File: src/rtl/riscV_unrn_pkg.sv
// Shared definitions for the memory-mapped UART transmitter: register map,
// STATUS bit layout, transmit FSM states and the MemoryBus command/result types.
package riscV_unrn_pkg;

    localparam logic [1:0] UART_TXDATA_OFS  = 2'd0;
    localparam logic [1:0] UART_STATUS_OFS  = 2'd1;
    localparam logic [1:0] UART_BAUDDIV_OFS = 2'd2;

    localparam int UART_STATUS_BUSY_BIT  = 0;
    localparam int UART_STATUS_FULL_BIT  = 1;
    localparam int UART_STATUS_EMPTY_BIT = 2;
    localparam int UART_STATUS_OVF_BIT   = 3;
    localparam int UART_STATUS_LEVEL_LSB = 4;

    typedef enum logic [1:0] {IDLE, START, DATA, STOP} uart_tx_state_t;

    typedef struct packed {
        logic        mem_read;
        logic [3:0]  mask_byte;
        logic [31:0] write_data;
    } mem_bus_cmd_t;

    typedef logic [31:0] mem_bus_result_t;

    // The STATUS level field is 4 bits wide; deeper buffers report 15.
    function automatic logic [3:0] uart_sat_level(input int unsigned level);
        return (level > 15) ? 4'hF : 4'(level);
    endfunction

endpackage

File: src/rtl/uart_tx_fifo.sv
// Byte FIFO for the UART transmitter: power-of-2 depth, simultaneous push/pop
// accepted when full, exposes fill level and head entry.
module uart_tx_fifo #(
    parameter int DEPTH = 8
) (
    input  logic                     clk,
    input  logic                     rst,
    input  logic                     push,
    input  logic                     pop,
    input  logic [7:0]               push_data,
    output logic                     full,
    output logic                     empty,
    output logic [$clog2(DEPTH):0]   level,
    output logic [7:0]               head
);

    localparam int AW = $clog2(DEPTH);
    localparam int LW = AW + 1;

    logic [7:0]    mem [DEPTH];
    logic [AW-1:0] wr_ptr;
    logic [AW-1:0] rd_ptr;
    logic          do_push;
    logic          do_pop;

    assign full    = (level == LW'(DEPTH));
    assign empty   = (level == '0);
    assign do_pop  = pop && !empty;
    assign do_push = push && (!full || do_pop);
    assign head    = mem[rd_ptr];

    // NOTE: storage has no reset; the pointers and level define which entries are valid.
    always_ff @(posedge clk) begin
        if (do_push)
            mem[wr_ptr] <= push_data;
    end

    // NOTE: sequential state uses non-blocking assignments so every flop samples pre-edge values.
    always_ff @(posedge clk or posedge rst) begin
        if (rst) begin
            wr_ptr <= '0;
            rd_ptr <= '0;
            level  <= '0;
        end else begin
            if (do_push)
                wr_ptr <= wr_ptr + AW'(1);
            if (do_pop)
                rd_ptr <= rd_ptr + AW'(1);
            case ({do_push, do_pop})
                2'b10:   level <= level + LW'(1);
                2'b01:   level <= level - LW'(1);
                default: level <= level;
            endcase
        end
    end

endmodule

File: src/rtl/uart_tx_slave.sv
// Memory-mapped 8N1 UART transmitter (slave 2, 4-word window). Define
// UART_TX_FIFO_EN for a FIFO_DEPTH-entry buffer; otherwise one holding register.
module uart_tx_slave
    import riscV_unrn_pkg::*;
#(
    parameter int DEFAULT_DIV = 434,
    parameter int FIFO_DEPTH  = 8
) (
    input  logic            clk,
    input  logic            rst,
    input  logic [1:0]      bus_address,
    input  logic            we,
    input  mem_bus_cmd_t    cmd,
    output mem_bus_result_t result,
    output logic            tx,
    output logic            tx_busy
);

    logic           push_req;
    logic           pop;
    logic           buf_full;
    logic           buf_empty;
    logic [7:0]     buf_head;
    int unsigned    fill;
    logic           overflow;
    logic [15:0]    baud_div;
    logic [15:0]    baud_wr;
    logic [15:0]    frame_div;
    logic [15:0]    bit_cnt;
    logic [2:0]     bit_idx;
    logic [7:0]     shift;
    logic [7:0]     status;
    logic           bit_done;
    uart_tx_state_t state;
    logic           unused_cmd;

    assign unused_cmd = &{1'b0, cmd.write_data[31:16], cmd.mask_byte[3:2]};

    assign push_req = we && (bus_address == UART_TXDATA_OFS) && cmd.mask_byte[0];
    assign bit_done = (bit_cnt == 16'd1);
    // The FSM pops from IDLE, or at the end of a stop bit for back-to-back frames.
    assign pop      = !buf_empty && ((state == IDLE) || ((state == STOP) && bit_done));
    assign tx_busy  = (state != IDLE) || !buf_empty;

`ifdef UART_TX_FIFO_EN
    logic [$clog2(FIFO_DEPTH):0] fifo_level;

    uart_tx_fifo #(.DEPTH(FIFO_DEPTH)) u_fifo (
        .clk       (clk),
        .rst       (rst),
        .push      (push_req),
        .pop       (pop),
        .push_data (cmd.write_data[7:0]),
        .full      (buf_full),
        .empty     (buf_empty),
        .level     (fifo_level),
        .head      (buf_head)
    );

    assign fill = 32'(fifo_level);
`else
    localparam int unused_fifo_depth = FIFO_DEPTH;

    logic       hold_valid;
    logic [7:0] hold_data;

    always_ff @(posedge clk or posedge rst) begin
        if (rst) begin
            hold_valid <= 1'b0;
            hold_data  <= '0;
        end else if (push_req && (!hold_valid || pop)) begin
            hold_valid <= 1'b1;
            hold_data  <= cmd.write_data[7:0];
        end else if (pop) begin
            hold_valid <= 1'b0;
        end
    end

    assign buf_full  = hold_valid;
    assign buf_empty = !hold_valid;
    assign buf_head  = hold_data;
    assign fill      = hold_valid ? 32'd1 : 32'd0;
`endif

    assign baud_wr = {cmd.mask_byte[1] ? cmd.write_data[15:8] : baud_div[15:8],
                      cmd.mask_byte[0] ? cmd.write_data[7:0]  : baud_div[7:0]};

    always_ff @(posedge clk or posedge rst) begin
        if (rst) begin
            overflow <= 1'b0;
            baud_div <= 16'(DEFAULT_DIV);
        end else begin
            if (push_req && buf_full && !pop)
                overflow <= 1'b1;
            else if (we && (bus_address == UART_STATUS_OFS) && cmd.mask_byte[0]
                     && cmd.write_data[UART_STATUS_OVF_BIT])
                overflow <= 1'b0;
            if (we && (bus_address == UART_BAUDDIV_OFS))
                baud_div <= (baud_wr == 16'd0) ? 16'd1 : baud_wr;
        end
    end

    // NOTE: every always_comb output gets a default first so no path can infer a latch.
    always_comb begin
        status = '0;
        status[UART_STATUS_BUSY_BIT]  = tx_busy;
        status[UART_STATUS_FULL_BIT]  = buf_full;
        status[UART_STATUS_EMPTY_BIT] = buf_empty;
        status[UART_STATUS_OVF_BIT]   = overflow;
        status[UART_STATUS_LEVEL_LSB +: 4] = uart_sat_level(fill);

        result = '0;
        if (cmd.mem_read) begin
            case (bus_address)
                UART_STATUS_OFS:  result = {24'd0, status};
                UART_BAUDDIV_OFS: result = {16'd0, baud_div};
                default:          result = '0;
            endcase
        end
    end

    // Frame divisor is captured at each frame start so mid-frame BAUDDIV writes wait.
    always_ff @(posedge clk or posedge rst) begin
        if (rst) begin
            state     <= IDLE;
            tx        <= 1'b1;
            shift     <= '0;
            bit_cnt   <= 16'd1;
            frame_div <= 16'd1;
            bit_idx   <= '0;
        end else begin
            case (state)
                IDLE: begin
                    tx <= 1'b1;
                    if (pop) begin
                        shift     <= buf_head;
                        frame_div <= baud_div;
                        bit_cnt   <= baud_div;
                        tx        <= 1'b0;
                        state     <= START;
                    end
                end
                START: begin
                    if (bit_done) begin
                        bit_cnt <= frame_div;
                        bit_idx <= '0;
                        tx      <= shift[0];
                        state   <= DATA;
                    end else begin
                        bit_cnt <= bit_cnt - 16'd1;
                    end
                end
                DATA: begin
                    if (bit_done) begin
                        bit_cnt <= frame_div;
                        bit_idx <= bit_idx + 3'd1;
                        if (bit_idx == 3'd7) begin
                            tx    <= 1'b1;
                            state <= STOP;
                        end else begin
                            shift <= shift >> 1;
                            tx    <= shift[1];
                        end
                    end else begin
                        bit_cnt <= bit_cnt - 16'd1;
                    end
                end
                STOP: begin
                    if (bit_done) begin
                        if (pop) begin
                            shift     <= buf_head;
                            frame_div <= baud_div;
                            bit_cnt   <= baud_div;
                            tx        <= 1'b0;
                            state     <= START;
                        end else begin
                            state <= IDLE;
                        end
                    end else begin
                        bit_cnt <= bit_cnt - 16'd1;
                    end
                end
                default: begin
                    tx    <= 1'b1;
                    state <= IDLE;
                end
            endcase
        end
    end

endmodule

File: config.mk
export PLATFORM = sky130hd
export DESIGN_NAME = uart_tx_slave
export DESIGN_NICKNAME = d
export VERILOG_FILES = /design/src/rtl/riscV_unrn_pkg.sv /design/src/rtl/uart_tx_fifo.sv /design/src/rtl/uart_tx_slave.sv
export SDC_FILE = /design/constraint.sdc
export NUM_CORES = 1
export LEC_CHECK = 0
export CELL_PAD_IN_SITES_DETAIL_PLACEMENT = 2
export CELL_PAD_IN_SITES_GLOBAL_PLACEMENT = 2
export CORE_MARGIN = 3
export CORE_UTILIZATION = 33
export CTS_CLUSTER_SIZE = 10
export DETAILED_ROUTE_END_ITERATION = 8
export MAX_ROUTING_LAYER = met4
export PLACE_DENSITY_LB_ADDON = 0.1
export SYNTH_ARGS = -nofsm -noshare
export SYNTH_HDL_FRONTEND = slang
export SYNTH_SLANG_ARGS = --single-unit
File: constraint.sdc
create_clock -name clk -period 3.01 [get_ports clk]
set_clock_uncertainty 0.05 [all_clocks]
set_input_delay 0.301 -clock clk [delete_from_list [all_inputs] [get_ports clk]]
set_output_delay 0.301 -clock clk [all_outputs]
set_load 0.02 [all_outputs]
==> reports/metrics.yaml <==
clocking:
  clk_latency_ns: 0.35
  cts_hold_buf: 0
  cts_buffers: 9
  cts_sinks: 72
  clockBufferDepth: 2
  clockRootBuffer: "clkbuf_16"
  clk_pin_slew_ns: 0.06
  post-cts-setup-buffers: 0
  tritoncts: "yes"
  ctsResizeCount: 0
  h-tree-depth: 3
placed_design:
  place_congestion: 0.839
  portBuffers: 41
  dpl.hpwl_um: 9010
grt:
  grt_pass1_wl_um: 21100
  grt_pass1_vias: 3728
  grt_max_degree: 73
  grt_antenna_before_repair: 0
  grt_overflow_total: 0
  grt_usage_pct: 19.5
critical_path:
  cp_slowest_cell: "dfstp_2"
  worstSetupStartpointType: "flip-flop"
  cp_cell_sequence: "ha_1, or4b_4, nor4_4, nor2_1, a21oi_4, mux2_1"
  path_max_fanout: 8
  critPathKind: "flip-flop to flip-flop"
  required_ns: 3.18
  cp-end-kind: "flip-flop"
  cp.arrival_ns: 3.02
  crit_path_max_incr_delay_ns: 0.59
yosys:
  yosysUniqueCellTypes: 54
  synth_top_area_cell: "dfrtp_1"
  syn-cell-area_um2: 4150
  synth_edf_count: 0
  yosysWarnings: 0
  synth_top_area_share_pct: 38.6
  ys_seq_area_share_pct: 43.7
  ys_async_sr_fraction_pct: 100
  ys_ff_latch: 72
  syn_inst: 405
  yosys-top-cells-area: "dfrtp_1 39%, mux2_1 6.5%, dfstp_2 5.1%"
  synth_ff_type: "dfrtp_1"
  syn_area_per_cell_um2: 10.2
sta:
  finalSetupViolCount: 0
  hold_violations: 0
  period_minus_slack_ns: 2.85
  drv_slew: 0
  rsz0062_at_grt: "no"
  holdWs_ns: 0.306
  fin_crit_sh_pct: 94.5
  tightest_slew_ns: 1.16
  max-slew-margin-rel_pct: 22.4
  fin_setup_tns_ns: 0
  fmax_ghz: 0.351
layout:
  diodes: 0
  final_common_cell: "dfrtp_1"
  final_cell_mix: "64 x dfrtp_1, 41 x clkdlybuf4s50_1, 34 x nor2_1"
  syn_to_final_growth_pct: 23.5
  fin_nets: 512
  drive_gt1_share_pct: 15.1
pwr:
  power.internal_uw: 2890
  p_switching_uw: 1980
  vdd_drop_max_v: 0.000285
  clkPwrFrac_pct: 23.0
  switching_share_pct: 40.6
  p_leak_uw: 0.00228
  powerDensity_nw_per_um2: 951
  combPwrFrac_pct: 43.1
  total_power_uw: 4870
  power_frac_seq_pct: 34.0
floorplan:
  initial_core_util_pct: 34.1
  coreArea_um2: 12200
  boundaryPins: 76
  dieHeight_um: 118
  design.die.area_um2: 14000
  die_w_um: 118
  placementRows: 40
detailed_routing:
  via_count: 3393
  initialDrtViolationCount: 127
  met1_length_um: 6160
  drtPass1Iterations: 4
  wl_um: 12800
  wl_per_cell_um: 20.3
  drtAntennaViolNets: 0
  route.met3.wl_um: 379
  via_per_inst: 5.38
  post-route-drc-count: 0
  wl_met2_um: 6070
  top_layer_used: "met4"
run:
  cap_violations: 0
min_path:
  hp-class: "input pin to asynchronous set/reset pin"
status:
  status: "completed"
power groups by stage:
stage | registers, uW | logic (uW) | clock network, uW
5_1_grt | 1720 | 2340 | 1200
3_3_place_gp | 1650 | 1980 | 0
6_report | 1650 | 2100 | 1120
2_1_floorplan | 1530 | 1450 | 0
4_1_cts | 1660 | 2100 | 1150
3_5_place_dp | 1670 | 2060 | 0
registers in the layout, summed over array words and instances, names as in the netlist:
signal / flops
baud_div: 16
bit_cnt: 16
buf_head: 8
tx: 1
bit_idx: 3
shift: 8
overflow: 1
buf_full: 1
state: 2
frame_div: 16
critical path, delay by kind of cell, from the launching register on:
kind | cells | cell delay, ns
fa+ha+maj | 1 | 0.21
compound gates | 1 | 0.35
mux | 1 | 0.38
simple gates | 3 | 1.14
flops | 1 | 0.59
layer usage:
| layer | track usage, % | vias up |
|---|---|---|
| li1 | - | 1572 |
| met1 | 26.3 | 1744 |
| met2 | 29.9 | 62 |
| met5 | - | - |
| met4 | 7.33 | 0 |
| met3 | 2.92 | 15 |
area by class of cell:
type	count	area (um2)
Clock buffer	10	239
Clock inverter	6	68.8
Fill cell	1297	7040
Inverter	12	45.0
Multi-Input combinational cell	302	2160
Sequential cell	72	1810
Tap cell	168	210
Timing Repair Buffer	61	586
per-stage QoR:
step                utilization (%)  instances  worst slack, ns  area (um2)
CTS                            42.1        631           0.0454        5110
detailed placement             39.5        615           0.0574        4810
finish                         42.1        631            0.164        5120
floorplan                         -        420            0.463        4210
global placement               39.5        615            0.173        4810
global route                   42.1        631           0.0425        5120
logic make-up after synthesis:
kind of cell	Yosys count	synth area share, %
buf+inv	46	6.03
simple gates	120	15.6
mux	57	15.0
xor+xnor	11	2.32
flops	72	43.7
compound gates	86	13.7
fa+ha+maj	12	3.62
other cells	1	0.0904
synth_stat cells (3+ instances only):
cell / n
or4_1: 9
a21oi_1: 23
ha_1: 12
o21ai_0: 9
dfrtp_1: 64
xor2_1: 3
buf_4: 17
nand3_1: 9
xnor2_1: 8
a22oi_1: 11
o21ai_1: 5
o211ai_1: 6
nand4_1: 6
buf_2: 5
mux2_2: 16
nor3_1: 11
nor2b_1: 3
dfstp_2: 8
o22ai_1: 13
nor4_1: 7
mux2_1: 24
and3_1: 11
nand2_1: 18
nor2_1: 34
mux2i_1: 17
inv_1: 12
clkbuf_1: 11
final timing paths:
path / start / to / slack (ns) / cells past startpoint
max: bit_cnt[0] / buf_head[2] / 0.16 / 6
min: rst / baud_div[12] / 0.31 / 3
max reg2reg: bit_cnt[0] / buf_head[2] / 0.16 / 6
min reg2reg: tx / tx / 0.43 / 2
max in group asynchronous: rst / bit_cnt[0] / 2.23 / 3
min in group clk: tx / tx / 0.43 / 2
Power figures use the tool's default switching activity.
